## config.mk

```make
export PLATFORM = sky130hd
export DESIGN_NAME = rk4_cmd_rx
export DESIGN_NICKNAME = d
export VERILOG_FILES = /design/src/rtl/rk4_cmd_pkg.sv /design/src/rtl/rk4_uart_rx.sv /design/src/rtl/rk4_cmd_rx.sv
export SDC_FILE = /design/constraint.sdc
export NUM_CORES = 1
export LEC_CHECK = 0
export CAP_MARGIN = 20
export CORE_MARGIN = 5
export CORE_UTILIZATION = 35
export DETAILED_ROUTE_END_ITERATION = 6
export PLACE_DENSITY_LB_ADDON = 0.15
export SETUP_SLACK_MARGIN = 0.2
export SLEW_MARGIN = 10
export SYNTH_ARGS = -nofsm -noshare
export SYNTH_HDL_FRONTEND = slang
export SYNTH_SLANG_ARGS = --single-unit
```

## constraint.sdc

```tcl
create_clock -name clk -period 4.6 [get_ports clk]
set_input_delay 0.92 -clock clk [delete_from_list [all_inputs] [get_ports clk]]
set_output_delay 0.92 -clock clk [all_outputs]
set_load 0.01 [all_outputs]
```

## src/rtl/rk4_cmd_pkg.sv

```systemverilog
// Shared types and constants for the RK4 command front end.
// Holds the parser state encoding, the default sync marker, payload length
// and the opcode values the projectile core understands.
package rk4_cmd_pkg;

  typedef enum logic [2:0] {
    ST_IDLE,
    ST_OP,
    ST_PAYLOAD,
    ST_CHK,
    ST_HOLD
  } state_e;

  localparam logic [7:0] SYNC_BYTE_DEF = 8'hA5;
  localparam int         PAYLOAD_LEN   = 4;

  // Opcodes consumed by the core; the receiver passes them through unchecked.
  localparam logic [7:0] OP_RUN  = 8'h01;
  localparam logic [7:0] OP_STOP = 8'h02;

endpackage

```

## src/rtl/rk4_uart_rx.sv

```systemverilog
// 8N1 UART receiver with a 2-flop input synchroniser.
// Ports: clk, rst_n (sync, active-low), uart_rx (async line, idle high);
//        rx_byte/rx_valid (1-cycle strobe after a good stop bit), frame_err (1-cycle pulse).
module rk4_uart_rx #(
  parameter int CLKS_PER_BIT = 868
) (
  input  logic       clk,
  input  logic       rst_n,
  input  logic       uart_rx,
  output logic [7:0] rx_byte,
  output logic       rx_valid,
  output logic       frame_err
);

  localparam int            CW      = $clog2(CLKS_PER_BIT);
  localparam logic [CW-1:0] FULL_M1 = CW'(CLKS_PER_BIT - 1);
  localparam logic [CW-1:0] HALF_M1 = CW'(CLKS_PER_BIT / 2 - 1);

  typedef enum logic [1:0] {RX_IDLE, RX_START, RX_DATA, RX_STOP} rx_state_e;

  logic          meta_q, sync_q, prev_q;
  rx_state_e     st_q, st_d;
  logic [CW-1:0] cnt_q, cnt_d;
  logic [2:0]    bit_q, bit_d;
  logic [7:0]    shift_q, shift_d;
  logic          vld_q, vld_d;
  logic          ferr_q, ferr_d;

  always_ff @(posedge clk) begin
    if (!rst_n) begin
      meta_q  <= 1'b1;
      sync_q  <= 1'b1;
      prev_q  <= 1'b1;
      st_q    <= RX_IDLE;
      cnt_q   <= '0;
      bit_q   <= '0;
      shift_q <= '0;
      vld_q   <= 1'b0;
      ferr_q  <= 1'b0;
    end else begin
      meta_q  <= uart_rx;
      sync_q  <= meta_q;
      prev_q  <= sync_q;
      st_q    <= st_d;
      cnt_q   <= cnt_d;
      bit_q   <= bit_d;
      shift_q <= shift_d;
      vld_q   <= vld_d;
      ferr_q  <= ferr_d;
    end
  end

  always_comb begin
    st_d    = st_q;
    cnt_d   = cnt_q + 1'b1;
    bit_d   = bit_q;
    shift_d = shift_q;
    vld_d   = 1'b0;
    ferr_d  = 1'b0;
    case (st_q)
      RX_IDLE: begin
        cnt_d = '0;
        // Edge rather than level, so a line held low after a bad stop bit
        // does not retrigger endlessly.
        if (prev_q && !sync_q) st_d = RX_START;
      end
      RX_START: begin
        if (cnt_q == HALF_M1) begin
          cnt_d = '0;
          bit_d = '0;
          st_d  = sync_q ? RX_IDLE : RX_DATA;
        end
      end
      RX_DATA: begin
        if (cnt_q == FULL_M1) begin
          cnt_d   = '0;
          shift_d = {sync_q, shift_q[7:1]};  // LSB arrives first
          bit_d   = bit_q + 1'b1;
          if (bit_q == 3'd7) st_d = RX_STOP;
        end
      end
      RX_STOP: begin
        if (cnt_q == FULL_M1) begin
          cnt_d  = '0;
          vld_d  = sync_q;
          ferr_d = !sync_q;
          st_d   = RX_IDLE;
        end
      end
      default: st_d = RX_IDLE;
    endcase
  end

  assign rx_byte   = shift_q;
  assign rx_valid  = vld_q;
  assign frame_err = ferr_q;

endmodule

```

## src/rtl/rk4_cmd_rx.sv

```systemverilog
// RK4 command receiver: UART bytes -> framed, XOR-checked launch command.
// Ports: clk, rst_n (sync, active-low), uart_rx; cmd_valid/cmd_ready handshake with
//        cmd_op/cmd_v0/cmd_theta; busy; 1-cycle error pulses frame/chk/timeout/overrun.
module rk4_cmd_rx
  import rk4_cmd_pkg::*;
#(
  parameter int         CLKS_PER_BIT = 868,
  parameter int         TIMEOUT_CLKS = 40000,
  parameter logic [7:0] SYNC_BYTE    = SYNC_BYTE_DEF
) (
  input  logic        clk,
  input  logic        rst_n,
  input  logic        uart_rx,
  input  logic        cmd_ready,
  output logic        cmd_valid,
  output logic [7:0]  cmd_op,
  output logic [15:0] cmd_v0,
  output logic [15:0] cmd_theta,
  output logic        busy,
  output logic        frame_err,
  output logic        chk_err,
  output logic        timeout_err,
  output logic        overrun_err
);

  localparam int            TW       = $clog2(TIMEOUT_CLKS + 1);
  localparam logic [TW-1:0] TMO_LAST = TW'(TIMEOUT_CLKS - 1);

  logic [7:0] rx_byte;
  logic       rx_valid;

  rk4_uart_rx #(.CLKS_PER_BIT(CLKS_PER_BIT)) u_uart (
    .clk       (clk),
    .rst_n     (rst_n),
    .uart_rx   (uart_rx),
    .rx_byte   (rx_byte),
    .rx_valid  (rx_valid),
    .frame_err (frame_err)
  );

  state_e        state_q, state_d;
  logic [7:0]    op_stage_q, op_stage_d;
  logic [31:0]   pay_q, pay_d;
  logic [1:0]    idx_q, idx_d;
  logic [7:0]    xor_q, xor_d;
  logic [TW-1:0] tmo_q, tmo_d;
  logic [7:0]    cmd_op_q, cmd_op_d;
  logic [15:0]   cmd_v0_q, cmd_v0_d;
  logic [15:0]   cmd_th_q, cmd_th_d;
  logic          chk_err_q, chk_err_d;
  logic          tmo_err_q, tmo_err_d;
  logic          ovr_err_q, ovr_err_d;

  always_ff @(posedge clk) begin
    if (!rst_n) begin
      state_q    <= ST_IDLE;
      op_stage_q <= '0;
      pay_q      <= '0;
      idx_q      <= '0;
      xor_q      <= '0;
      tmo_q      <= '0;
      cmd_op_q   <= '0;
      cmd_v0_q   <= '0;
      cmd_th_q   <= '0;
      chk_err_q  <= 1'b0;
      tmo_err_q  <= 1'b0;
      ovr_err_q  <= 1'b0;
    end else begin
      state_q    <= state_d;
      op_stage_q <= op_stage_d;
      pay_q      <= pay_d;
      idx_q      <= idx_d;
      xor_q      <= xor_d;
      tmo_q      <= tmo_d;
      cmd_op_q   <= cmd_op_d;
      cmd_v0_q   <= cmd_v0_d;
      cmd_th_q   <= cmd_th_d;
      chk_err_q  <= chk_err_d;
      tmo_err_q  <= tmo_err_d;
      ovr_err_q  <= ovr_err_d;
    end
  end

  always_comb begin
    state_d    = state_q;
    op_stage_d = op_stage_q;
    pay_d      = pay_q;
    idx_d      = idx_q;
    xor_d      = xor_q;
    tmo_d      = '0;
    cmd_op_d   = cmd_op_q;
    cmd_v0_d   = cmd_v0_q;
    cmd_th_d   = cmd_th_q;
    chk_err_d  = 1'b0;
    tmo_err_d  = 1'b0;
    ovr_err_d  = 1'b0;

    // Inter-byte watchdog for the mid-packet states. A byte in the expiry
    // cycle wins because the expiry branch is only taken without rx_valid.
    if (state_q == ST_OP || state_q == ST_PAYLOAD || state_q == ST_CHK) begin
      if (rx_valid) begin
        tmo_d = '0;
      end else if (tmo_q == TMO_LAST) begin
        tmo_err_d = 1'b1;
        state_d   = ST_IDLE;
      end else begin
        tmo_d = tmo_q + 1'b1;
      end
    end

    case (state_q)
      ST_IDLE: begin
        if (rx_valid && rx_byte == SYNC_BYTE) state_d = ST_OP;
      end
      ST_OP: begin
        if (rx_valid) begin
          op_stage_d = rx_byte;
          xor_d      = rx_byte;
          idx_d      = '0;
          state_d    = ST_PAYLOAD;
        end
      end
      ST_PAYLOAD: begin
        if (rx_valid) begin
          pay_d = {pay_q[23:0], rx_byte};  // MSB-first shift
          xor_d = xor_q ^ rx_byte;
          idx_d = idx_q + 1'b1;
          if (idx_q == 2'(PAYLOAD_LEN - 1)) state_d = ST_CHK;
        end
      end
      ST_CHK: begin
        if (rx_valid) begin
          if (rx_byte == xor_q) begin
            cmd_op_d = op_stage_q;
            cmd_v0_d = pay_q[31:16];
            cmd_th_d = pay_q[15:0];
            state_d  = ST_HOLD;
          end else begin
            chk_err_d = 1'b1;
            state_d   = ST_IDLE;
          end
        end
      end
      ST_HOLD: begin
        // Staging registers are not reused while holding, so any new byte
        // is lost, including one landing in the handshake cycle.
        if (rx_valid) ovr_err_d = 1'b1;
        if (cmd_ready) state_d = ST_IDLE;
      end
      default: state_d = ST_IDLE;
    endcase
  end

  assign cmd_valid   = (state_q == ST_HOLD);
  assign busy        = (state_q != ST_IDLE);
  assign cmd_op      = cmd_op_q;
  assign cmd_v0      = cmd_v0_q;
  assign cmd_theta   = cmd_th_q;
  assign chk_err     = chk_err_q;
  assign timeout_err = tmo_err_q;
  assign overrun_err = ovr_err_q;

endmodule

```

==> results.yml, run 1 <==
cells_and_area:
  seqCellArea_mm2: 0.00280
  antennaDiodeCount: 0
  area_growth_pct: 21.1
  layout.cells.non_filler: 947
  fillers: 1620
  nets: 729
  final_cell_mix: "nand2_1, dfxtp_1, mux2i_1"
  multi_input_area_mm2: 0.00294
  final_common_cell: "nand2_1"
  drive_gt1_share_pct: 6.05
  final_util_pct: 43.3
global_route:
  grt_pass1_vias: 4358
  grt_pass1_wl_um: 21500
  grt_max_degree: 85
  grt_util_all_layers_pct: 13.3
  antenna_found_initial: 0
  gr-total-overflow: 0
status:
  status: "complete, no violations"
place:
  hpwl_um: 8390
  gp_congestion: 0.736
  place_ws_ns: 1.73
  place_inst: 915
  io_buffers: 49
clock_tree:
  cts_sinks: 140
  cts_resized: 0
  clock-root-buffer: "clkbuf_16"
  ctsHtreeMaxLevel: 4
  clockBufferDepth: 2
  clock_latency_ns: 0.41
  cts_buffers: 17
  clk_pin_slew_ns: 0.06
  cts_setup_buffers: 0
  cts_tree: "built"
  cts.hold.buffers_added: 0
die:
  die_area_mm2: 0.0197
  die_height_um: 140
  ios: 50
  die_x_um: 140
  initial_core_util_pct: 35.8
  core_area_mm2: 0.0166
  num_rows: 47
sta:
  tns_ns: 0
  post-route-min-period_ns: 2.70
  report.final.slew_viol_count: 0
  rsz0062_at_grt: "no"
  finalCritPeriodShare_pct: 58.8
  tightest_slew_ns: 1.03
  final.setup.worst_slack_ns: 1.90
  fmax_ghz: 0.370
  slew-limit-headroom_pct: 31.2
  fin_worst_skew_ns: 0.00785
  setup_violations: 0
  hold_viol: 0
detailed_routing:
  drtIter0Drc: 259
  via_count: 4483
  dr.pass1.iters: 4
  via_per_inst: 4.73
  routed_wl_um: 12800
  wl_per_cell_um: 13.5
  drc: 0
  antenna_left: 0
pwr:
  p_leak_nw: 2.35
  ir_worst_vdd_mv: 0.249
  p_per_area_mw_per_mm2: 379
yosys:
  synth_area_mm2: 0.00596
  synth-seq-area-share_pct: 47.1
  synth_edf_count: 0
  ys_warn_count: 0
  ys_ff_latch: 140
  synth_top_cells_by_area: "dfxtp_1, nand2_1, mux2i_1, a21boi_0, xnor2_1"
  syn-instance-count: 687
  synth_cell_type_count: 50
  synth_area_per_cell_um2: 8.67
  synth_top_cell_by_area: "dfxtp_1"
  async_flop_share_pct: 0
  synth_nets: 701
  synth_ff_type: "dfxtp_1"
  synth_top_area_share_pct: 47.1
critical_path:
  startpoint_type: "flip-flop"
  required_ns: 3.68
  end_kind: "output pin"
  arrival_ns: 1.78
  crit_type: "flip-flop to output pin"
  path_max_fanout: 12
run:
  cap_violations: 0
min_path:
  hp-class: "flip-flop to flip-flop"
[synthesized netlist by cell type (9+ instances only)]
library cell / count
clkbuf_1: 34
ha_1: 10
nor2b_1: 13
nand3_1: 28
mux2i_1: 52
nor2_1: 41
inv_1: 10
xnor2_1: 21
a21boi_0: 48
nand2_1: 182
nand4_1: 9
o21ai_0: 14
dfxtp_1: 140
[final timing paths]
path                        start            end  slack [ns]  cells after the start
hold reg to reg     u_uart.meta_q  u_uart.sync_q        0.41                      1
setup / recovery       state_q[0]      cmd_valid        1.90                      3
setup reg to reg  u_uart.rx_valid  cmd_theta[15]        2.08                      5
hold / removal      u_uart.meta_q  u_uart.sync_q        0.41                      1
[flip-flops by register name (all words and copies together), names as in the netlist, named ones only]
name and count:
pay_q 32, cmd_theta 16, cmd_v0 16, tmo_q 16, u_uart.cnt_q 10, cmd_op 8
op_stage_q 8, u_uart.rx_byte 8, xor_q 8, state_q 3, u_uart.bit_q 3, idx_q 2
chk_err 1, overrun_err 1, timeout_err 1, u_uart.frame_err 1, u_uart.meta_q 1, u_uart.prev_q 1
u_uart.rx_valid 1, u_uart.st_q 1, u_uart.sync_q 1
[report_power, final]
group | internal [mW] | switching [mW]
registers | 1.22 | 0.00489
clock network | 0.931 | 0.505
logic | 0.0309 | 0.0470
[kinds of logic (layout without fill, tap and decap cells)]
group,after synthesis,after routing,synth area share (%)
AOI/OAI and AO/OA,80,80,9.39
xor gates and xnor gates,26,26,3.82
adders and majority gates,10,10,2.10
buffers and inverters,56,96,3.95
DFF,140,140,47.1
muxes,53,53,8.93
and+or+nand+nor,322,322,24.7
[critical path, cell delays in order, from the launching register on]
cell,delay [ns]
dfxtp_1,0.56
nor2_1,0.14
and2_1,0.20
clkdlybuf4s50_1,0.48
[layer usage]
metal	track usage, %	wire length [µm]
met1	17.6	6520
met2	20.4	5690
met3	4.36	409
met4	4.39	139
met5	0	0
[cell type report]
| class | instances | share of cell area [%] |
|---|---|---|
| multi-input combinational | 491 | 40.8 |
| timing repair buffer | 55 | 7.39 |
| clock buffer | 20 | 6.33 |
| sequential | 140 | 38.9 |
| tap | 220 | 3.82 |
| clock inverter | 11 | 2.32 |
| inverter | 10 | 0.520 |
[per-stage QoR]
step                      power, mW  hold WS, ns  instance area [µm²]
after detailed placement       1.33        0.398                 6580
after floorplan                1.31        0.386                 5960
after global routing           2.84        0.429                 7210
after global placement         1.32        0.399                 6580
after CTS                      2.78        0.412                 7200
final                          2.74        0.407                 7210
(Power assumes the default switching activity.)
==> run 2: changes to the inputs <==
Clock period 4.6 ns to 2.4 ns, I/O delays scaled along.
==> results.yml, run 2 (synthesis results as in run 1) <==
cells_and_area:
  multi_input_area_mm2: 0.00295
  antennaDiodeCount: 0
  drive_gt1_share_pct: 7.63
  final_cell_mix: "nand2_1, dfxtp_1, mux2i_1"
  largest_reg_flops: 32
  regMostFlops: "pay_q"
  seqCellArea_mm2: 0.00281
  nets: 736
  area_growth_pct: 23.0
  final_common_cell: "nand2_1"
  fillers: 1643
detailed_routing:
  via_per_inst: 4.82
  dr.pass1.iters: 4
  wl_per_cell_um: 13.6
  antenna_left: 0
  drtIter0Drc: 273
  via_count: 4595
  routed_wl_um: 13000
  drc: 0
min_path:
  whs_path_depth: 3
  holdPathEnd: "state_q[1]"
  hp-start: "rst_n"
  hp-class: "input pin to flip-flop"
critical_path:
  end_kind: "output pin"
  r2r-start: "u_uart.cnt_q[0]"
  arrival_ns: 1.62
  path_max_fanout: 12
  required_ns: 1.92
  reg2reg_slack_ns: 0.58
  startpoint_type: "flip-flop"
  crit_type: "flip-flop to output pin"
  r2r_cells: 5
clock_tree:
  cts_setup_buffers: 0
  ctsHtreeMaxLevel: 4
  clk_pin_slew_ns: 0.05
  clock_latency_ns: 0.42
  cts_tree: "built"
  cts_buffers: 17
  clockBufferDepth: 2
  clock-root-buffer: "clkbuf_16"
  cts_sinks: 140
sta:
  fmax_ghz: 0.475
  fin_hold_ws_ns: 0.407
  post-route-min-period_ns: 2.10
  report.final.slew_viol_count: 0
  tightest_slew_ns: 0.649
  hold_viol: 0
  slew-limit-headroom_pct: 56.6
  tns_ns: 0
  rsz0062_at_grt: "no"
  finalCritPeriodShare_pct: 87.6
  setup_violations: 0
  fin_worst_skew_ns: 0.00681
die:
  die_area_mm2: 0.0197
  core_area_mm2: 0.0166
  die_height_um: 140
  ios: 50
  initial_core_util_pct: 35.8
  die_x_um: 140
  num_rows: 47
global_route:
  grt_pass1_vias: 4531
  grt_util_all_layers_pct: 13.8
  gr-total-overflow: 0
  antenna_found_initial: 0
  grt_pass1_wl_um: 22500
  grt_max_degree: 90
run:
  cap_violations: 0
pwr:
  p_leak_nw: 2.43
  ir_worst_vdd_mv: 0.466
  p_per_area_mw_per_mm2: 731
  totalPowerFinal_mw: 5.35
status:
  status: "complete, no violations"
place:
  hpwl_um: 8650
  io_buffers: 49
  gp_congestion: 0.849
## run 2: changes by cell type in the layout (fill, tap and decap cells not counted)
cell and delta:
dlymetal6s2s_1 +1, clkdlybuf4s50_1 -1, dfxtp_4 +1, bufinv_16 +1
clkinv_2 +1, nor2_4 +1, nor2_1 -1, buf_12 +2
clkbuf_1 -1, clkinv_4 -1, dfxtp_1 -3, dfxtp_2 +2
buf_4 +5
## run 2: critical path, stage by stage (launching register included)
cell and delay [ns]:
dfxtp_4 0.39, nor2_4 0.13, and2_1 0.15, clkdlybuf4s50_1 0.53
## run 2: area by class of cell
type | count | area share [%]
inverter | 10 | 0.512
multi-input combinational | 491 | 40.2
timing repair buffer | 62 | 8.37
clock buffer | 19 | 6.18
sequential | 140 | 38.3
clock inverter | 12 | 2.65
tap | 220 | 3.76
## run 2: power breakdown
group / switching, mW / internal (mW)
sequential: 0.0102 / 2.33
clock: 0.977 / 1.88
combinational: 0.0876 / 0.0615
total: 1.07 / 4.28
## run 2: through the flow
| step | area (µm²) | utilization (%) | setup WS (ns) | instances |
|---|---|---|---|---|
| 2_1_floorplan | 5960 | - | 0.748 | 687 |
| 3_3_place_gp | 6670 | 40.0 | 0.620 | 923 |
| 3_5_place_dp | 6670 | 40.0 | 0.534 | 923 |
| 4_1_cts | 7320 | 44.0 | 0.193 | 954 |
| 5_1_grt | 7330 | 44.0 | 0.203 | 954 |
| 6_report | 7330 | 44.0 | 0.297 | 954 |
## run 2: how the worst max path moves through the flow
stage                    start           endpoint  cells past startpoint
2_1_floorplan  u_uart.cnt_q[0]  u_uart.rx_byte[0]                      5
3_3_place_gp        state_q[0]          cmd_valid                      3
3_5_place_dp        state_q[0]           xor_q[4]                      4
4_1_cts             state_q[2]          cmd_valid                      2
5_1_grt             state_q[0]          cmd_valid                      3
6_report            state_q[0]          cmd_valid                      3
## run 2: metal layers
| metal | vias to the layer above | wire length, µm | global-route usage [%] |
|---|---|---|---|
| met5 | - | 0 | 0 |
| met4 | 0 | 244 | 5.86 |
| met3 | 20 | 375 | 3.58 |
| met2 | 62 | 5910 | 20.9 |
| met1 | 2144 | 6470 | 18.7 |
| li1 | 2369 | - | - |
## run 2: what timing repair did
| action | in CTS | in global routing |
|---|---|---|
| hold endpoints to repair | 0 | 0 |
| gates resized for setup | 3 | 4 |
| hold buffers | 0 | 0 |
| setup endpoints to repair | 2 | 2 |
